`config.mk`:
```
export PLATFORM = sky130hd
export DESIGN_NAME = saturn_serial_tx
export DESIGN_NICKNAME = d
export VERILOG_FILES = /design/src/rtl/saturn_serial_tx.sv
export SDC_FILE = /design/constraint.sdc
export NUM_CORES = 1
export LEC_CHECK = 0
export CORE_MARGIN = 2
export CORE_UTILIZATION = 51
export DETAILED_ROUTE_END_ITERATION = 7
export GPL_TIMING_DRIVEN = 0
export PLACE_DENSITY = 0.71
export SYNTH_ARGS = -nofsm -noshare
export SYNTH_HDL_FRONTEND = slang
export SYNTH_SLANG_ARGS = --single-unit
```
`constraint.sdc`:
```
create_clock -name i_clk -period 2.2 [get_ports i_clk]
set_clock_uncertainty 0.1 [all_clocks]
set_input_delay 0.33 -clock i_clk [delete_from_list [all_inputs] [get_ports i_clk]]
set_output_delay 0.33 -clock i_clk [all_outputs]
set_load 0.005 [all_outputs]
```
`src/rtl/saturn_serial_tx.sv`:
```
// saturn_serial_tx: 8N1 serial transmitter for the bus controller's debug
// character stream. Characters are queued ahead of a START/DATA/STOP shifter.
// Build option: define SATURN_SERIAL_TX_FIFO_EN for a 16-entry queue;
// otherwise the queue is a single holding register.
module saturn_serial_tx #(
  parameter int unsigned BAUD_DIV = 217
) (
  input  logic       i_clk,
  input  logic       i_reset,
  input  logic       i_clk_en,
  input  logic [7:0] i_char,
  input  logic       i_char_valid,
  output logic       o_ready,
  output logic       o_busy,
  output logic       o_overflow,
  output logic       o_tx
);

`ifdef SATURN_SERIAL_TX_FIFO_EN
  localparam int unsigned Depth = 16;
`else
  localparam int unsigned Depth = 1;
`endif
  localparam int unsigned CntW = $clog2(Depth) + 1;
  localparam logic [CntW-1:0] CntFull = CntW'(Depth);
  localparam logic [15:0] TimerLast = 16'(BAUD_DIV - 1);

  typedef enum logic [1:0] {StIdle, StStart, StData, StStop} state_e;

  state_e          state_q, state_d;
  logic [15:0]     timer_q, timer_d;
  logic [2:0]      bit_q, bit_d;
  logic [7:0]      shift_q, shift_d;
  logic [CntW-1:0] count_q;
  logic            overflow_q;
  logic            timer_last;
  logic            push, pop, full, drop;
  logic [7:0]      head;

  assign timer_last = (timer_q == TimerLast);

  // A pop happens whenever the shifter is ready for a new character.
  assign pop  = (count_q != '0) &&
                ((state_q == StIdle) || ((state_q == StStop) && timer_last));
  // Full only when no slot frees up on this edge.
  assign full = (count_q == CntFull) && !pop;
  assign push = i_clk_en && i_char_valid && !full;
  assign drop = i_clk_en && i_char_valid && full;

  assign o_ready    = !full;
  assign o_busy     = (state_q != StIdle) || (count_q != '0);
  assign o_overflow = overflow_q;

`ifdef SATURN_SERIAL_TX_FIFO_EN
  logic [7:0] mem_q [Depth];
  logic [3:0] wr_ptr_q, rd_ptr_q;

  // Queue pointers; 4-bit pointers wrap modulo 16 by overflow.
  always_ff @(posedge i_clk or posedge i_reset) begin
    if (i_reset) begin
      wr_ptr_q <= '0;
      rd_ptr_q <= '0;
    end else begin
      if (push) wr_ptr_q <= wr_ptr_q + 4'd1;
      if (pop)  rd_ptr_q <= rd_ptr_q + 4'd1;
    end
  end

  // Queue storage; contents are don't-care while empty, so no reset.
  always_ff @(posedge i_clk) begin
    if (push) mem_q[wr_ptr_q] <= i_char;
  end

  assign head = mem_q[rd_ptr_q];
`else
  logic [7:0] hold_q;

  // Single holding register; a same-edge pop reads the old value.
  always_ff @(posedge i_clk) begin
    if (push) hold_q <= i_char;
  end

  assign head = hold_q;
`endif

  // Occupancy count and sticky overflow flag.
  always_ff @(posedge i_clk or posedge i_reset) begin
    if (i_reset) begin
      count_q    <= '0;
      overflow_q <= 1'b0;
    end else begin
      if (push && !pop)      count_q <= count_q + 1'b1;
      else if (pop && !push) count_q <= count_q - 1'b1;
      if (drop) overflow_q <= 1'b1;
    end
  end

  // Frame FSM state register.
  always_ff @(posedge i_clk or posedge i_reset) begin
    if (i_reset) begin
      state_q <= StIdle;
      timer_q <= '0;
      bit_q   <= '0;
      shift_q <= '0;
    end else begin
      state_q <= state_d;
      timer_q <= timer_d;
      bit_q   <= bit_d;
      shift_q <= shift_d;
    end
  end

  // Frame FSM next-state and serial output.
  always_comb begin
    state_d = state_q;
    timer_d = timer_q;
    bit_d   = bit_q;
    shift_d = shift_q;
    o_tx    = 1'b1;
    case (state_q)
      StIdle: begin
        timer_d = '0;
        bit_d   = '0;
        if (pop) begin
          shift_d = head;
          state_d = StStart;
        end
      end
      StStart: begin
        o_tx = 1'b0;
        if (timer_last) begin
          timer_d = '0;
          bit_d   = '0;
          state_d = StData;
        end else begin
          timer_d = timer_q + 16'd1;
        end
      end
      StData: begin
        o_tx = shift_q[0];
        if (timer_last) begin
          timer_d = '0;
          shift_d = shift_q >> 1;
          if (bit_q == 3'd7) begin
            state_d = StStop;
          end else begin
            bit_d = bit_q + 3'd1;
          end
        end else begin
          timer_d = timer_q + 16'd1;
        end
      end
      StStop: begin
        if (timer_last) begin
          timer_d = '0;
          // Back-to-back frames: go straight to the next start bit.
          if (pop) begin
            shift_d = head;
            state_d = StStart;
          end else begin
            state_d = StIdle;
          end
        end else begin
          timer_d = timer_q + 16'd1;
        end
      end
      default: state_d = StIdle;
    endcase
  end

endmodule

```
* Word level (Yosys, flattened, before mapping)
Index checks and enable logic that the tools add are counted.
** Word-level totals
- Register bits :: 39
- Bits in latches :: 0
- RAM bits :: 0
- Bits in read-only memories :: 0
- Input bits :: 12
- Output and inout bits :: 4
- Logic and storage cells :: 64
- Memories kept :: 0
** Cells by class
- Add/sub/neg operators :: 4
- $mul :: 0
- Divide/modulo/power cells :: 0
- $lt $le $gt $ge :: 0
- Eq/ne operators :: 11
- Shifts and indexed selects :: 0
- Multiplexer cells :: 20
- Bitwise logic cells :: 0
- Reductions and logical operators :: 22
** Operators by type and width (number)
- $pmux W16 S2 :: 1
- $mux W8 :: 3
- $pmux W8 S3 :: 1
- $add A16 B1 Y16 const B :: 1
- $eq A16 B8 Y1 const B :: 1
- $mux W16 :: 1
- $ne A2 B2 Y1 const B :: 6
- $mux W2 :: 5
- $mux W3 :: 3
- $pmux W3 S3 :: 1
- $logic_and A1 B1 Y1 :: 8
- $pmux W2 S4 :: 1
- $reduce_bool A3 Y1 :: 2
- $reduce_and A5 Y1 :: 1
- $eq A2 B2 Y1 const B :: 2
- $reduce_and A4 Y1 :: 1
- $reduce_bool A2 Y1 :: 2
- $add A3 B1 Y3 const B :: 1
- $eq A3 B3 Y1 const B :: 1
- $logic_not A1 Y1 :: 3
- $mux W1 :: 3
- $reduce_and A3 Y1 :: 1
- $reduce_or A3 Y1 :: 1
- $eq A2 B1 Y1 const B :: 1
- 5 further kinds :: 6

* Logic depth before layout (Yosys ltp)
- Depth after elaboration :: 12
- Gate-level depth with buffers :: 9
- Depth with buffers taken out :: 7

* Least setup slack after synthesis
OpenSTA, ideal clock, no wires.
- Path kind :: register to register
- Start point :: register timer_q[0]
- End point :: register hold_q[0], in the netlist head[0] (enable)
- Setup time :: 0.373 ns
- Arrival time :: 1.686 ns
- Required time :: 1.727 ns
- Slack :: 0.041 ns
- Stages on the path, launching flop included :: 9
- Path buffers :: 1
- Clock period less this slack :: 2.159 ns
- Path through :: dfrtp_1 inv_1 ha_1 nor4b_2 and4_1 buf_6 nand2_1 nand3b_1 nor2b_1
** Between the ends
- Longest elaborated chain between the ends :: 8
** Ends and longest elaborated chain
- from (decl) :: RTL line 31 : logic [15:0] timer_q, timer_d;
- from (signal assigned) :: RTL line 107 : timer_q <= timer_d;
- $eq A16 B8 Y1 :: RTL line 40 : assign timer_last = (timer_q == TimerLast);
- $logic_and A1 B1 Y1 :: RTL line 44 : ((state_q == StIdle) || ((state_q == StStop) && timer_last));
- $logic_or A1 B1 Y1 :: RTL line 44
- $logic_and A1 B1 Y1 :: RTL line 43 : assign pop = (count_q != '0) &&
- $logic_not A1 Y1 :: RTL line 46 : assign full = (count_q == CntFull) && !pop;
- $logic_and A1 B1 Y1 :: RTL line 46
- $logic_not A1 Y1
- named net o_ready :: RTL line 13 : output logic o_ready,
- $logic_and A1 B1 Y1 :: RTL line 47 : assign push = i_clk_en && i_char_valid && !full;
- named net push :: RTL line 37 : logic push, pop, full, drop;
- to (signal assigned) :: RTL line 80 : if (push) hold_q <= i_char;
- to (decl) :: RTL line 76 : logic [7:0] hold_q;
The timed path passes the listed nets, and every way through them passes these cells.
A chain may end at the register's enable or synchronous reset.

* Worst setup path after layout
- Start point :: register timer_q[2]
- End point :: register shift_q[7]
** Between the ends
- Longest elaborated chain between the ends :: 7
- Elaborated cells on any way between the ends :: 10
- Classes of those cells :: eq/ne (3); mux (3); reduce/logical (4)
** Ends and longest elaborated chain
- $eq A16 B8 Y1 * :: RTL line 40
- $logic_and A1 B1 Y1 :: RTL line 44
- $logic_or A1 B1 Y1 :: RTL line 44
- $logic_and A1 B1 Y1 :: RTL line 43
- $mux W8 (2 in series)
- $pmux W8 S3
- to (signal assigned) :: RTL line 109 : shift_q <= shift_d;
- to (decl) :: RTL line 33 : logic [7:0] shift_q, shift_d;
Mark *: on every way between the ends. The rest lies on a longest branch, timed or not. The select of a mux whose other input is x is not followed.

==> summary.md <==
| Metric | Value |
|---|---|
| Crit-path max cell delay | `0.47 ns` |
| Final Util | `0.6404` |
| Clock tree buffer depth | `2` |
| Detailed Place HPWL | `2266 um` |
| Largest area contributor in the netlist | `dfrtp_1` |
| Switching Share | `0.1989` |
| Asr flop ratio synth | `0.7949` |
| Pint | `1.007 mW` |
| Sequential area share after synthesis | `0.5152` |
| Most frequent cells in the layout | `dfrtp_1, nor2_1, clkdlybuf4s50_1` |
| EDFF count, synth | `8` |
| Clk slew on worst S/H paths | `0.07 ns` |
| Worst setup EP type | `register` |
| Hold_ws | `0.3766 ns` |
| Fin Setup TNS | `0 ns` |
| CORE AREA | `3689 um2` |
| Drt total wl | `3302 um` |
| Antenna violation net count after detailed routing | `0` |
| Sequential fraction of design power | `0.586` |
| Syn_nets | `193` |
| CTS tree | `yes` |
| WP buf/inv | `3` |
| Total I/O pin count | `16` |
| Vias in the first global route | `1334` |
| P per Cell Area | `532.0 nW/um2` |
| Largest net degree at the start of global routing | `32` |
| IO Port Bufs | `15` |
| Share of the synthesized area in the top cell type | `0.3934` |
| Die area | `4380 um2` |
| Clock Root Buffer | `clkbuf_8` |
| Via density | `5.220` |
| Via count | `1279` |
| Synth warn | `0` |
| Main synth FF type | `dfrtp_1` |
| Worst VDD drop | `0.0004654 V` |
| GPL Wtd Cong | `0.8233` |
| Routed length per instance | `13.48 um` |
| Critical path, cell by cell | `nor4b_4 -> and4_1 -> buf_6 -> buf_4 -> nor2_1 -> a211o_1 -> buf_6 -> mux2_4` |
| DRC | `0` |
| Iteration-0 DRC Markers | `28` |
| Clk pwr share | `0.389` |
| Crit Path Class | `reg2reg` |
| Fin. max-slew vios | `0` |
| Worst EP arrival | `2.23 ns` |
| Share of layout cells above drive strength 1 | `0.2437` |
| Ant diodes | `0` |
| Psw | `250.0 uW` |
| FMAX | `0.4624 GHz` |
| Fill cells | `291` |
| DIE HEIGHT | `66.18 um` |
| Max_slew headroom | `0.2037` |
| DRT Pass-1 Iters | `4` |
| Max Cap Violations | `0` |
| Worst path required time | `2.27 ns` |
| Clock latency on the worst-skew pair | `0.29 ns` |
| Remaining global-route overflow | `0` |
| Top post-synthesis cells by area | `dfrtp_1, edfxtp_1, ha_1` |
| Status | `finished, final reports clean` |
| Endpoints failing setup | `0` |
| Synth Register Bits | `39` |
| Clock Sink Count | `39` |
| FP Rows | `22` |
| Critical Path Start Type | `register` |
| CP max stage cell | `dfrtp_1` |
| Leak | `1.014 nW` |
| First-pass GRT wire length | `5851 um` |
| HP Class | `reg2reg` |
| Area Growth Syn to Fin | `19.80%` |
| Initial antenna violation count | `0` |
| Synthesized area per cell | `11.53 um2` |
| RSZ-0062 raised after global routing | `true` |
| Post-synthesis cell type count | `38` |
| # nets final | `218` |
| Gr usage total | `0.1794` |
| Kind of cell adding the most delay to the critical path | `simple AND/OR/NAND/NOR gates` |
| Die X | `66.18 um` |
| Post-Syn Area | `1972 um2` |
| Most common cell after layout, fill and taps aside | `dfrtp_1` |
| Worst-Margin Slew | `1.193 ns` |
| Initial core utilization | `0.5346` |
| Final Hold Fails | `0` |
| Crit-path max FO | `8` |
| H-tree Lvls | `2` |
| Inserted Clock Buffers | `5` |
| Period utilisation layout | `0.9830` |
| Share of power burned in combinational logic | `0.025` |
| Post-synthesis cell count | `171` |
| Top cell by count, worst path | `buf_6` |
| Final worst path period need | `2.163 ns` |
==> state kept, by name, indices dropped and copies added, names as in the netlist <==
name and flops:
bit_q 3, state_q 2, shift_q 8, head 8, count_q 1, timer_q 16
o_overflow 1
==> cells by family (layout without fill, tap and decap cells) <==
logic type	count (synthesis)	in the layout	share of synthesized area
muxes	18	18	0.1168
and+or+nand+nor	60	60	0.1605
AOI/OAI and AO/OA	15	15	0.04759
DFF	39	39	0.5152
xor gates and xnor gates	13	13	0.05774
adders and majority gates	10	10	0.06345
buffers and inverters	16	42	0.03870
==> per-layer routing <==
layer | GRT usage | wire length (um)
met1 | 0.2242 | 1559
met2 | 0.2900 | 1589
met3 | 0.04600 | 106
met4 | 0.08418 | 46
met5 | 0 | 0
==> power by group through the flow <==
stage               sequential [mW]  clock (mW)  combinational (mW)
global placement              0.751           0              0.0309
floorplan                     0.752           0             0.00918
detailed placement            0.751           0              0.0317
CTS                           0.737       0.507              0.0319
finish                        0.737       0.489              0.0309
global route                  0.737       0.551              0.0352
==> cell type report <==
cell class	count	area (um2)	share of cell area
sequential	39	1018	0.4311
multi-input combinational	116	934.6	0.3957
timing repair buffer	20	181.4	0.07680
clock buffer	7	86.33	0.03655
tap	48	60.06	0.02542
buffer	4	38.79	0.01642
inverter	10	37.54	0.01589
clock inverter	1	5.005	0.002119
==> worst reg2reg max path, cell delays in order (launching register included) <==
cell and delay (ns):
dfrtp_1 0.47, nor4b_4 0.30, and4_1 0.24, buf_6 0.11, buf_4 0.10, nor2_1 0.04, a211o_1 0.23, buf_6 0.15
mux2_4 0.30
==> cells in the mapped netlist, types with 2 or more instances <==
| master | count |
|---|---|
| a21oi_1 | 2 |
| buf_6 | 2 |
| clkbuf_1 | 2 |
| dfrtp_1 | 31 |
| edfxtp_1 | 8 |
| ha_1 | 10 |
| inv_1 | 10 |
| mux2_2 | 8 |
| mux2_4 | 8 |
| mux2i_1 | 2 |
| nand2_1 | 7 |
| nand3_1 | 7 |
| nand3b_1 | 2 |
| nand4_1 | 3 |
| nor2_1 | 22 |
| nor2b_1 | 3 |
| nor3_1 | 5 |
| nor4b_2 | 2 |
| o211ai_1 | 2 |
| o21ai_0 | 6 |
| xnor2_1 | 12 |
==> path summary, 6_finish.rpt <==
kind                            slack [ns]                   start  depth (start not counted)                     end
max in group asynchronous             0.65                 i_reset                          2  state_q[1]$_DFFE_PP0P_
worst max register to register        0.04    timer_q[2]$_DFF_PP0_                          8  shift_q[7]$_DFFE_PP0P_
worst max-delay path                  0.04    timer_q[2]$_DFF_PP0_                          8  shift_q[7]$_DFFE_PP0P_
worst min-delay path                  0.38  o_overflow$_DFFE_PP0P_                          1  o_overflow$_DFFE_PP0P_
worst min register to register        0.38  o_overflow$_DFFE_PP0P_                          1  o_overflow$_DFFE_PP0P_
min in group asynchronous             0.56                 i_reset                          2    bit_q[2]$_DFFE_PP0P_
==> per-stage QoR <==
stage	total power [mW]	std cells	instance area, um2	setup slack [ns]
after detailed placement	0.7831	234	2182	-0.4373
after global placement	0.7823	234	2182	-0.3563
after CTS	1.276	245	2330	0.01409
after floorplan	0.7607	171	1972	0.04123
final	1.257	245	2362	0.03743
after global routing	1.323	245	2362	-0.08729
==> what timing repair did <==
item,4_1_cts,5_1_grt
pin swaps,2,2
gates resized for setup,16,7
hold buffers,0,0
endpoints found under the setup margin,18,30
endpoints found under the hold margin,0,0
gates cloned,0,0
setup buffers,4,1
Power figures use the tool's default switching activity.
==> patch, RTL diff (config.mk and constraints unchanged) <==
Re-encode `state_e` (4 states) as one-hot, 4 bits wide.
--- a/src/rtl/saturn_serial_tx.sv
+++ b/src/rtl/saturn_serial_tx.sv
@@ -27,3 +27,3 @@
 
-  typedef enum logic [1:0] {StIdle, StStart, StData, StStop} state_e;
+  typedef enum logic [3:0] {StIdle = 4'b0001, StStart = 4'b0010, StData = 4'b0100, StStop = 4'b1000} state_e;
 
Behaviour: same outputs for any inputs over 10 cycles, from zero or initial values and one cycle with i_reset high; not proved beyond that.
==> patch against the unedited design <==
Total power increased by 5.1%; worst setup slack lost 0.017 ns; via count increased by 38%; sequential cell count rose by 2; combinational power rose by 24%; sequential share of layout area is 3.4 points lower; largest power group unchanged; wire length rose by 43%; hold slack worse by 0.16 ns; area after synthesis rose by 14%; final area increased by 14%; critical endpoint is now o_ready.
==> patch: results (changes against the unedited design) <==
Run status: finished clean
RD Place Congestion: 0.898 (+9.1%)
WL final: 4.71 mm (+43%)
GRT Resource Usage Total: 21.1% (+3.1 points)
Crit path from: state_q[1]
Synthesized area per cell: 10.7 um2 (-7.2%)
Static leakage: 1.10 nW (+8.8%)
Total vias in the final route: 1768 (+38%)
Commonest cells in the netlist: dfrtp_1 (32), nand2_1 (20), mux2_2 (15), a31oi_1 (14)
Post CTS Setup Buffer Count: 3 (-1)
Peak supply drop: 0.385 mV (-17%)
Placed cells: 277 (+18%)
Post-synthesis sequential area ratio: 47.5% (-4.0 points)
Met2 Routed Length: 2.08 mm (+31%)
Met3 wire length: 188 um (+77%)
Nets: 256 (+17%)
Worst min path class: in -> async
Routing usage on met2: 31.4% (+2.4 points)
Ys async rst share: 80.5% (+1.0 points)
Vias in the first global route: 1702 (+28%)
Post-Place Worst Slack: -0.249 ns (+0.188 ns)
Initial DRC count: 159 (+470%)
Synth cell types: 54 (+42%)
CP max-delay cell: or4b_4
Top cells by area, synth: dfrtp_1 (36%), edfxtp_1 (11%), mux2_2 (7.5%)
Synth Area in Adders: 2.23% (-4.1 points)
Sink Count: 41 (+5.1%)
Delay of the slowest critical-path stage: 0.54 ns (+0.07 ns)
First-pass GRT wire length: 8.27 mm (+41%)
Syn_nets: 226 (+17%)
Share of cells above drive strength 1: 24.9% (+0.53 points)
Sw Pwr: 0.301 mW (+20%)
Max Clk Rate: 0.459 GHz (-0.77%)
Post-CTS Resized: 13 (-3)
Slew @ Worst Pin: 0.778 ns (-0.415 ns)
Met1 Use GR: 30.4% (+8.0 points)
Post-synthesis mux area share: 8.41% (-3.3 points)
FF-to-FF End: head[2]
[patch: cell types whose count changed after synthesis, sizes merged, moves of 6 or more]
cell	unedited run	this run
nor2	22	8
nand2	7	20
xnor2	12	1
clkbuf	2	8
ha	10	4
a31oi	1	14
[patch: critical path, delay by kind of cell, from the launching register on]
kind,cells,cell delay [ns]
AND/OR/NAND/NOR,1,0.54
AO/OA/AOI/OAI,1,0.21
flip-flops,1,0.42
buffers and inverters,2,0.29
[patch: layout make-up]
class,instances,area (um2)
clock buffer,5,68.8
multi-input combinational,149,1140
buffer,11,62.6
fill,352,1600
clock inverter,3,21.3
inverter,8,30.0
tap,52,65.1
sequential,41,1070
timing repair buffer,24,234
[patch: cells by family after synthesis]
group	after synthesis
AO/OA/AOI/OAI	50
XOR/XNOR	3
adder cells (fa/ha/maj)	4
buffers and inverters	20
flip-flops	41
multiplexers	17
AND/OR/NAND/NOR	75
